<file path="src/rtl/write_buffered.sv">
// Write-back stage: commits results to the register file, redirects the PC, forwards results
// and queues stores in a FIFO drained over a req/ack port. Define WB_STORE_COALESCE_EN to merge same-address stores.
module write_buffered #(
    parameter int XLEN        = 32,
    parameter int NUM_REGS    = 16,
    parameter int PC_IDX      = 15,
    parameter int FLAGS_IDX   = 14,
    parameter int FLAGS_W     = 4,
    parameter int STORE_DEPTH = 4,
    localparam int REG_IDX_W  = $clog2(NUM_REGS),
    localparam int CNT_W      = $clog2(STORE_DEPTH) + 1
) (
    input  logic                     clock,
    input  logic                     reset_n,
    input  logic                     in_valid,
    output logic                     hold,
    input  logic [REG_IDX_W-1:0]     in_dest,
    input  logic [XLEN-1:0]          in_value,
    input  logic [XLEN-1:0]          in_upper_value,
    input  logic                     in_has_upper,
    input  logic                     in_is_store,
    input  logic [XLEN-1:0]          in_adjust,
    input  logic [FLAGS_W-1:0]       in_flags,
    input  logic [XLEN-1:0]          in_pc,
    input  logic [XLEN-1:0]          next_pc,
    input  logic [NUM_REGS*XLEN-1:0] regs_in,
    output logic [NUM_REGS*XLEN-1:0] regs_out,
    output logic                     mem_req,
    output logic [XLEN-1:0]          mem_addr,
    output logic [XLEN-1:0]          mem_data,
    input  logic                     mem_ack,
    output logic                     fb_valid,
    output logic [REG_IDX_W-1:0]     fb_index,
    output logic [XLEN-1:0]          fb_value,
    output logic [XLEN-1:0]          fb_upper_value,
    output logic                     fb_has_upper,
    output logic [CNT_W-1:0]         sq_count,
    output logic                     sq_empty
);

    localparam int PTR_W = (STORE_DEPTH > 1) ? $clog2(STORE_DEPTH) : 1;

    logic [XLEN-1:0]      regs_in_arr [NUM_REGS];
    logic [XLEN-1:0]      merged      [NUM_REGS];
    logic [XLEN-1:0]      regs_reg    [NUM_REGS];
    logic [REG_IDX_W:0]   upper_idx;
    logic                 accept;
    logic                 pc_write;
    logic                 push;
    logic                 pop;
    logic                 full;
    logic                 coalesce_hit;
    logic [XLEN-1:0]      store_addr;
    logic                 unused_regs;

    logic [XLEN-1:0]      sq_addr_mem [STORE_DEPTH];
    logic [XLEN-1:0]      sq_data_mem [STORE_DEPTH];
    logic [PTR_W-1:0]     rd_ptr_reg;
    logic [PTR_W-1:0]     wr_ptr_reg;
    logic [CNT_W-1:0]     count_reg;

    function automatic logic [PTR_W-1:0] ptr_inc(input logic [PTR_W-1:0] p);
        return (p == PTR_W'(STORE_DEPTH - 1)) ? '0 : p + PTR_W'(1);
    endfunction

    // Extra bit keeps dest==NUM_REGS-1 from wrapping the upper write onto register 0.
    assign upper_idx = {1'b0, in_dest} + (REG_IDX_W + 1)'(1);

    generate
        for (genvar gi = 0; gi < NUM_REGS; gi++) begin : g_regs
            assign regs_in_arr[gi]              = regs_in[gi*XLEN +: XLEN];
            assign regs_out[gi*XLEN +: XLEN]    = regs_reg[gi];
            if (gi == 0) begin : g_zero
                assign merged[gi] = '0;
            end else if (gi == PC_IDX) begin : g_pc
                assign merged[gi] = in_pc;
            end else if (gi == FLAGS_IDX) begin : g_flags
                assign merged[gi] = (!in_is_store && in_dest == REG_IDX_W'(gi)) ? in_value :
                                    {regs_in_arr[gi][XLEN-1], in_flags,
                                     regs_in_arr[gi][XLEN-FLAGS_W-2:0]};
            end else begin : g_gpr
                assign merged[gi] = (!in_is_store && in_dest == REG_IDX_W'(gi)) ? in_value :
                                    (!in_is_store && in_has_upper &&
                                     upper_idx == (REG_IDX_W + 1)'(gi)) ? in_upper_value :
                                    regs_in_arr[gi];
            end
        end
    endgenerate

    // Register 0, the incoming PC slot and the old flag field are replaced, never read.
    assign unused_regs = ^{regs_in_arr[0], regs_in_arr[PC_IDX],
                           regs_in_arr[FLAGS_IDX][XLEN-2 -: FLAGS_W]};

    assign store_addr = merged[in_dest] + in_adjust;
    assign full       = (count_reg == CNT_W'(STORE_DEPTH));
    assign sq_empty   = (count_reg == '0);
    assign sq_count   = count_reg;
    assign mem_req    = !sq_empty;
    assign mem_addr   = sq_addr_mem[rd_ptr_reg];
    assign mem_data   = sq_data_mem[rd_ptr_reg];
    assign pop        = mem_req && mem_ack;

`ifdef WB_STORE_COALESCE_EN
    logic [PTR_W-1:0] young_ptr;
    assign young_ptr = (wr_ptr_reg == '0) ? PTR_W'(STORE_DEPTH - 1) : wr_ptr_reg - PTR_W'(1);
    // With two or more entries the youngest is never the head being presented to memory.
    assign coalesce_hit = in_is_store && (STORE_DEPTH > 1) && (count_reg > CNT_W'(1)) &&
                          (sq_addr_mem[young_ptr] == store_addr);
`else
    assign coalesce_hit = 1'b0;
`endif

    assign hold     = in_valid && in_is_store && full && !coalesce_hit;
    assign accept   = in_valid && !hold;
    assign pc_write = accept && !in_is_store && (in_dest == REG_IDX_W'(PC_IDX));
    assign push     = accept && in_is_store && !coalesce_hit;

    assign fb_valid       = in_valid && !in_is_store;
    assign fb_index       = in_dest;
    assign fb_value       = in_value;
    assign fb_upper_value = in_upper_value;
    assign fb_has_upper   = in_has_upper;

    always_ff @(posedge clock or negedge reset_n) begin
        if (!reset_n) begin
            for (int i = 0; i < NUM_REGS; i++) begin
                regs_reg[i] <= '0;
            end
        end else begin
            for (int i = 0; i < NUM_REGS; i++) begin
                if (i == PC_IDX) begin
                    regs_reg[i] <= pc_write ? in_value : next_pc;
                end else if (accept) begin
                    regs_reg[i] <= merged[i];
                end
            end
        end
    end

    // Storage carries no reset; occupancy and pointers alone decide what is valid.
    always_ff @(posedge clock) begin
        if (push) begin
            sq_addr_mem[wr_ptr_reg] <= store_addr;
            sq_data_mem[wr_ptr_reg] <= in_value;
        end
`ifdef WB_STORE_COALESCE_EN
        if (accept && coalesce_hit) begin
            sq_data_mem[young_ptr] <= in_value;
        end
`endif
    end

    always_ff @(posedge clock or negedge reset_n) begin
        if (!reset_n) begin
            rd_ptr_reg <= '0;
            wr_ptr_reg <= '0;
            count_reg  <= '0;
        end else begin
            if (push) begin
                wr_ptr_reg <= ptr_inc(wr_ptr_reg);
            end
            if (pop) begin
                rd_ptr_reg <= ptr_inc(rd_ptr_reg);
            end
            if (push && !pop) begin
                count_reg <= count_reg + CNT_W'(1);
            end else if (pop && !push) begin
                count_reg <= count_reg - CNT_W'(1);
            end
        end
    end

endmodule
</file>
<file path="config.mk">
export PLATFORM = sky130hd
export DESIGN_NAME = write_buffered
export DESIGN_NICKNAME = d
export VERILOG_FILES = /design/src/rtl/write_buffered.sv
export SDC_FILE = /design/constraint.sdc
export NUM_CORES = 2
export LEC_CHECK = 0
export BUFFER_PORTS_ARGS = -buffer_cell sky130_fd_sc_hd__buf_2
export CAP_MARGIN = 20
export CORE_AREA = 5 5 520 522
export DETAILED_ROUTE_END_ITERATION = 10
export DIE_AREA = 0 0 525 527
export GPL_TIMING_DRIVEN = 0
export SKIP_CTS_REPAIR_TIMING = 1
export SLEW_MARGIN = 20
export SYNTH_ARGS = -nofsm -noshare
export SYNTH_HDL_FRONTEND = slang
export SYNTH_SLANG_ARGS = --single-unit
</file>
<file path="constraint.sdc">
create_clock -name clock -period 3.05 [get_ports clock]
set_input_delay 0.7625 -clock clock [delete_from_list [all_inputs] [get_ports clock]]
set_output_delay 0.7625 -clock clock [all_outputs]
set_load 0.01 [all_outputs]
</file>
== Yosys cells after proc, flatten, opt, wreduce, memory -nomap -nowiden ==
Memories as Yosys holds them, arrays and structs flattened.
Index checks and enable logic that the tools add are counted.
W data, S select, Z words.

* Add/subtract/negate cells: 6
* Magnitude comparators: 1
* Equal/unequal tests: 31
* Muxes and demuxes: 37
* Bitwise logic cells: 1
* Reduce and logical (&&, ||, !) cells: 45

{| class="wikitable"
|+ Operators by type and width
! operator !! number
|-
| $mux W32 || 30
|-
| $bmux W32 S4 || 1
|-
| $logic_and A1 B1 Y1 || 38
|-
| $add A32 B32 Y32 || 1
|-
| $eq A4 B4 Y1 const B || 8
|-
| $eq A5 B4 Y1 const B || 6
|-
| $eq A5 B3 Y1 const B || 4
|-
| $eq A4 B3 Y1 const B || 4
|-
| $eq A5 B2 Y1 const B || 2
|-
| $eq A4 B2 Y1 const B || 2
|-
| $mux W3 || 2
|-
| $add A4 B1 Y5 const B || 1
|-
| $eq A5 B1 Y1 const B || 1
|-
| $ge A5 B5 Y1 const B || 1
|-
| $logic_not A1 Y1 || 5
|-
| $not A4 Y5 || 1
|-
| $add A2 B1 Y2 const B || 2
|-
| $eq A2 B2 Y1 const B || 2
|-
| $eq A4 B1 Y1 const B || 1
|-
| $mux W2 || 2
|-
| $add A3 B1 Y3 const B || 1
|-
| $eq A3 B3 Y1 const B || 1
|-
| $logic_not A3 Y1 || 1
|-
| $sub A3 B1 Y3 const B || 1
|-
| other kinds (2) || 3
|}

* Register bits after elaboration: 487
* Memory bits (writable): 256
* Logic and storage cells: 141
* Memories kept: 2

{| class="wikitable"
|+ Memories
! memory !! depth !! bits a word !! rd ports !! clocked after memory_dff !! wr ports !! RTL line !! source
|-
| sq_addr_mem || 4 || 32 || 1 || 0 || 1 || 56 || <nowiki>logic [XLEN-1:0] sq_addr_mem [STORE_DEPTH];</nowiki>
|-
| sq_data_mem || 4 || 32 || 1 || 0 || 1 || 57 || <nowiki>logic [XLEN-1:0] sq_data_mem [STORE_DEPTH];</nowiki>
|}

== Longest topological paths before layout ==
* Depth after elaboration: 9
* Depth in mapped cells: 22

== Least setup slack after synthesis ==
OpenSTA, ideal clock, no wires.

* Path kind: input to register
* Start point: in in_dest[0]
* End point: mem sq_addr_mem[0][30] (data pin)
* Library setup time: 266 ps
* Data arrival time: 5,426 ps
* Required time: 2,784 ps
* Slack: -2,643 ps
* Cell stages on the path: 17
* Buffers on the path: 3
* Cell sequence: buf_2 > nand2b_1 > clkbuf_1 > nor3_1 > clkbuf_1 > mux2_2 > mux4_2 > mux4_2 > ha_1 > a21o_1 > a21oi_1 > a2111oi_0 > o2111ai_1 > a21oi_1 > o21ai_0 > o21ai_0 > mux2_2

* Longest elaborated chain between the ends: 9
* Elaborated cells on any way between the ends: 87
* Those cells by class: add/sub: 2; eq/ne: 27; mux: 30; bitwise: 1; reduce/logical: 27

{| class="wikitable"
|+ Ends and longest elaborated chain
! what !! RTL line !! source
|-
| start, declared || 17 || <nowiki>input logic [REG_IDX_W-1:0] in_dest,</nowiki>
|-
| $add A4 B1 Y5 || 67 || <nowiki>assign upper_idx = {1'b0, in_dest} + (REG_IDX_W + 1)'(1);</nowiki>
|-
| $eq A5 B4 Y1, or another cell as far along || 84 || <nowiki>upper_idx == (REG_IDX_W + 1)'(gi)) ? in_upper_value :</nowiki>
|-
| $logic_and A1 B1 Y1 || 83 || <nowiki>(!in_is_store && in_has_upper &&</nowiki>
|-
| $mux W32 || 84 ||
|-
| $mux W32 || 82 || <nowiki>assign merged[gi] = (!in_is_store && in_dest == REG_IDX_W'(gi)) ? in_value :</nowiki>
|-
| $bmux W32 S4 (*) || 94 || <nowiki>assign store_addr = merged[in_dest] + in_adjust;</nowiki>
|-
| $mux W32 (not written as such) (*) (2 in a row) || 94 ||
|-
| $add A32 B32 Y32 (*) || 94 ||
|-
| net store_addr[30] || 53 || <nowiki>logic [XLEN-1:0] store_addr;</nowiki>
|-
| end, declared || 56 ||
|}

The timed path passes the listed nets; every way through them passes the cells marked *. The select of a mux whose other input is x is not followed.

== Worst setup path in the final report ==
* Start point: in in_is_store
* End point: mem sq_addr_mem[1][20] (data pin)

* Longest elaborated chain between the ends: 9
* Elaborated cells on any way between the ends: 60
* Those cells by class: add/sub: 1; mux: 30; reduce/logical: 29

{| class="wikitable"
|+ Ends and longest elaborated chain
! what !! RTL line !! source
|-
| start, declared || 21 || <nowiki>input logic in_is_store,</nowiki>
|-
| $logic_not A1 Y1 (*) || 78, 82, 83 ||
|-
| $logic_and A1 B1 Y1 (2 in a row) || 83 ||
|-
| $mux W32 || 84 ||
|-
| $mux W32 || 82 ||
|-
| $bmux W32 S4 (*) || 94 ||
|-
| $mux W32 (not written as such) (*) (2 in a row) || 94 ||
|-
| $add A32 B32 Y32 (*) || 94 ||
|-
| net store_addr[20] || 53 ||
|}

Marked as above.

==> reports/results.txt <==
Outcome: finished with violations
Failing checks: setup timing
Post-Layout Cell Count: 9,634
Top-count cell post-synth: nand2_1
Synth top area cells: dfrtp_1 28%, edfxtp_1 18%, nand2_1 15%
Reg2reg setup slack: 130 ps
Post-synthesis instance total: 4,433
Total CTS buffers: 94
I/O pin count: 1,338
Root cell of the clock tree: clkbuf_16
CORE AREA: 265,000 sq um
Pwr Total: 38.3 mW
Area grow syn2layout: 39.9%
DP HPWL: 343 mm
Final min period: 5580 ps
Initial antenna violation count: 305
Max FFs per register: 480
Nets: 6,599
Max Cap Violations: 0
Final Hold Violating Endpoints: 0
DR WL/cell: 40.9 um
Number of DRC markers in iteration 0: 5,318
Number of I/O port buffers: 1,234
Slew margin rel.: 0.0990
Clk_lat worst skew: 770 ps
Routed vias: 44,000
Min-Delay Path Class: in2reg
Final worst slack: -2530 ps
Post-synthesis sequential area ratio: 0.464
Leak: 28.1 nW
CP Launch Type: input pin
H-tree lvl count: 3
Synthesized cell area: 42,800 sq um
Total GRT Usage: 0.271
Die area: 277,000 sq um
Routed wire length: 394 mm
Remaining DRCs: 0
CTS tree: done
DRT Pass-1 Iters: 5
PD cells: 639 nW/um^2
Max VDD drop: 0.000565 V
Async SR Flop Fraction: 0.655
Row count: 189
Overflow after GRT: 0
Initial Utilization: 0.162
Syn_area_per_cell: 9.66 sq um
Num Clock Sinks: 743
# fillers: 29,100
Setup slack at placement: -4990 ps
Commonest register cell after synthesis: dfrtp_1
RSZ-0062 raised after global routing: yes
Actual slew at the worst max-slew pin: 1340 ps
Cells after DPL: 9,250
Fin Setup TNS: -247,190 ps
Clock skew: 37.4 ps
Fin. max-slew vios: 0
Commonest cells in the netlist: 1,714 x nand2_1, 487 x dfrtp_1, 416 x mux2i_1
Vias in the first global route: 40,700
Crit share post-route: 1.83
Critical path peak fanout: 7
Post-synth EDFFs: 256
Crit end category: register
Share of cells above drive strength 1: 0.372
First-pass GRT wire length: 481 mm
YS warnings: 0
Fmax: 179 MHz
Largest net degree at the start of global routing: 92
Die W: 525 um
Crit path DAT: 6040 ps
Yosys top cell area share: 0.285
Vias per std cell: 4.57
Synth Register Bits: 743
CTS clk-pin slew, worst paths: 60 ps
Die Ht: 527 um
GPL Wtd Cong: 0.997
Crit path kind: in2reg
Routed Antenna Nets: 0
Cell taking the most area after synthesis: dfrtp_1
WP data required: 3500 ps
Synth cell types: 65
# setup viols final: 138
Clock Path Buffers: 3
power breakdown:
part           switching, mW  internal, mW
Clock                   5.08          7.11
Sequential             0.642          11.9
Combinational           9.03          4.49
final timing paths:
path / endpoint / from / cells past startpoint
worst min-delay path: regs_out[509]$_DFF_PN0_ / next_pc[29] / 2
worst min register to register: regs_out[397]$_DFFE_PN0P_ / regs_out[397]$_DFFE_PN0P_ / 2
worst max register to register: regs_out[258]$_DFFE_PN0P_ / sq_count[0]$_DFFE_PN0P_ / 8
worst max-delay path: sq_addr_mem[1][20]$_DFFE_PP_ / in_is_store / 22
max in group asynchronous: regs_out[299]$_DFFE_PN0P_ / reset_n / 5
min in group asynchronous: rd_ptr_reg[1]$_DFFE_PN0P_ / reset_n / 2
cells in the final DEF, fill, tap and decap left out, types with 10 or more instances in the layout:
master	netlist	routed
nand2_1	1714	1703
buf_2	57	1251
dfrtp_1	487	487
mux2i_1	416	397
o21ai_0	339	268
edfxtp_1	256	256
mux4_2	186	186
clkbuf_1	267	163
buf_4	103	158
diode_2	0	153
clkbuf_2	3	101
mux2_2	98	97
clkbuf_16	0	97
nor2_1	97	88
a21oi_1	96	86
o21ai_1	37	79
buf_6	10	46
conb_1	1	32
a22o_1	30	30
o21ai_2	0	26
ha_1	39	22
buf_12	0	20
clkbuf_4	0	18
inv_1	15	15
ha_4	0	14
clkbuf_8	0	13
nor3_1	17	13
bufinv_16	0	13
mux2i_2	0	12
clkinv_2	0	12
nor2_4	3	11
xnor2_2	0	11
a21o_1	10	10
xnor2_1	23	10
clkinvlp_4	0	10
per-layer routing:
metal / up-vias / routed length, um / track usage / share of wire
met2: 3205 / 169000 / 0.410 / 0.43
met1: 21700 / 152000 / 0.327 / 0.39
li1: 18200 / - / - / -
met4: 92 / 19400 / 0.113 / 0.049
met3: 792 / 53100 / 0.134 / 0.13
met5: - / 592 / 0 / 0.0015
per-stage QoR:
| step | utilization | hold WS [ps] | instance area [sq um] |
|---|---|---|---|
| 4_1_cts | 0.217 | -52.7 | 57400 |
| 3_3_place_gp | 0.203 | 456 | 53700 |
| 2_1_floorplan | - | 467 | 43100 |
| 6_report | 0.226 | 250 | 59900 |
| 3_5_place_dp | 0.205 | 457 | 54200 |
| 5_1_grt | 0.226 | 196 | 59700 |
area by class of cell:
cell class	count	area (sq um)	area share
multi-input combinational	3245	21800	0.364
sequential	743	19900	0.332
timing repair buffer	1315	7290	0.122
tap	3533	4420	0.0738
buffer	458	2780	0.0463
clock buffer	120	2570	0.0429
clock inverter	52	714	0.0119
antenna	153	383	0.00639
inverter	15	56.3	0.000940
logic make-up after synthesis:
logic type / count (synthesis) / share of synthesized area
AOI/OAI and AO/OA: 556 / 0.0710
DFF: 743 / 0.464
buffers and inverters: 476 / 0.0543
and+or+nand+nor: 1885 / 0.171
other: 1 / 0.0000876
adders and majority gates: 41 / 0.0123
xor gates and xnor gates: 31 / 0.00634
muxes: 700 / 0.221
worst max-delay path, cell delays in order:
cell      delay [ps]
buf_6            100
buf_12           130
nor4bb_4         280
buf_6            160
and2_4           230
buf_12           170
buf_12           140
mux2i_2          220
o21ai_2          120
mux4_2           630
mux4_2           720
ha_4             250
fa_2             350
a21o_1           210
nand4_1          210
a21boi_2         110
o21a_1           210
o21a_2           250
o31ai_4          210
a22oi_2          110
a41oi_2          260
xnor2_2          150
(Power assumes the default switching activity.)
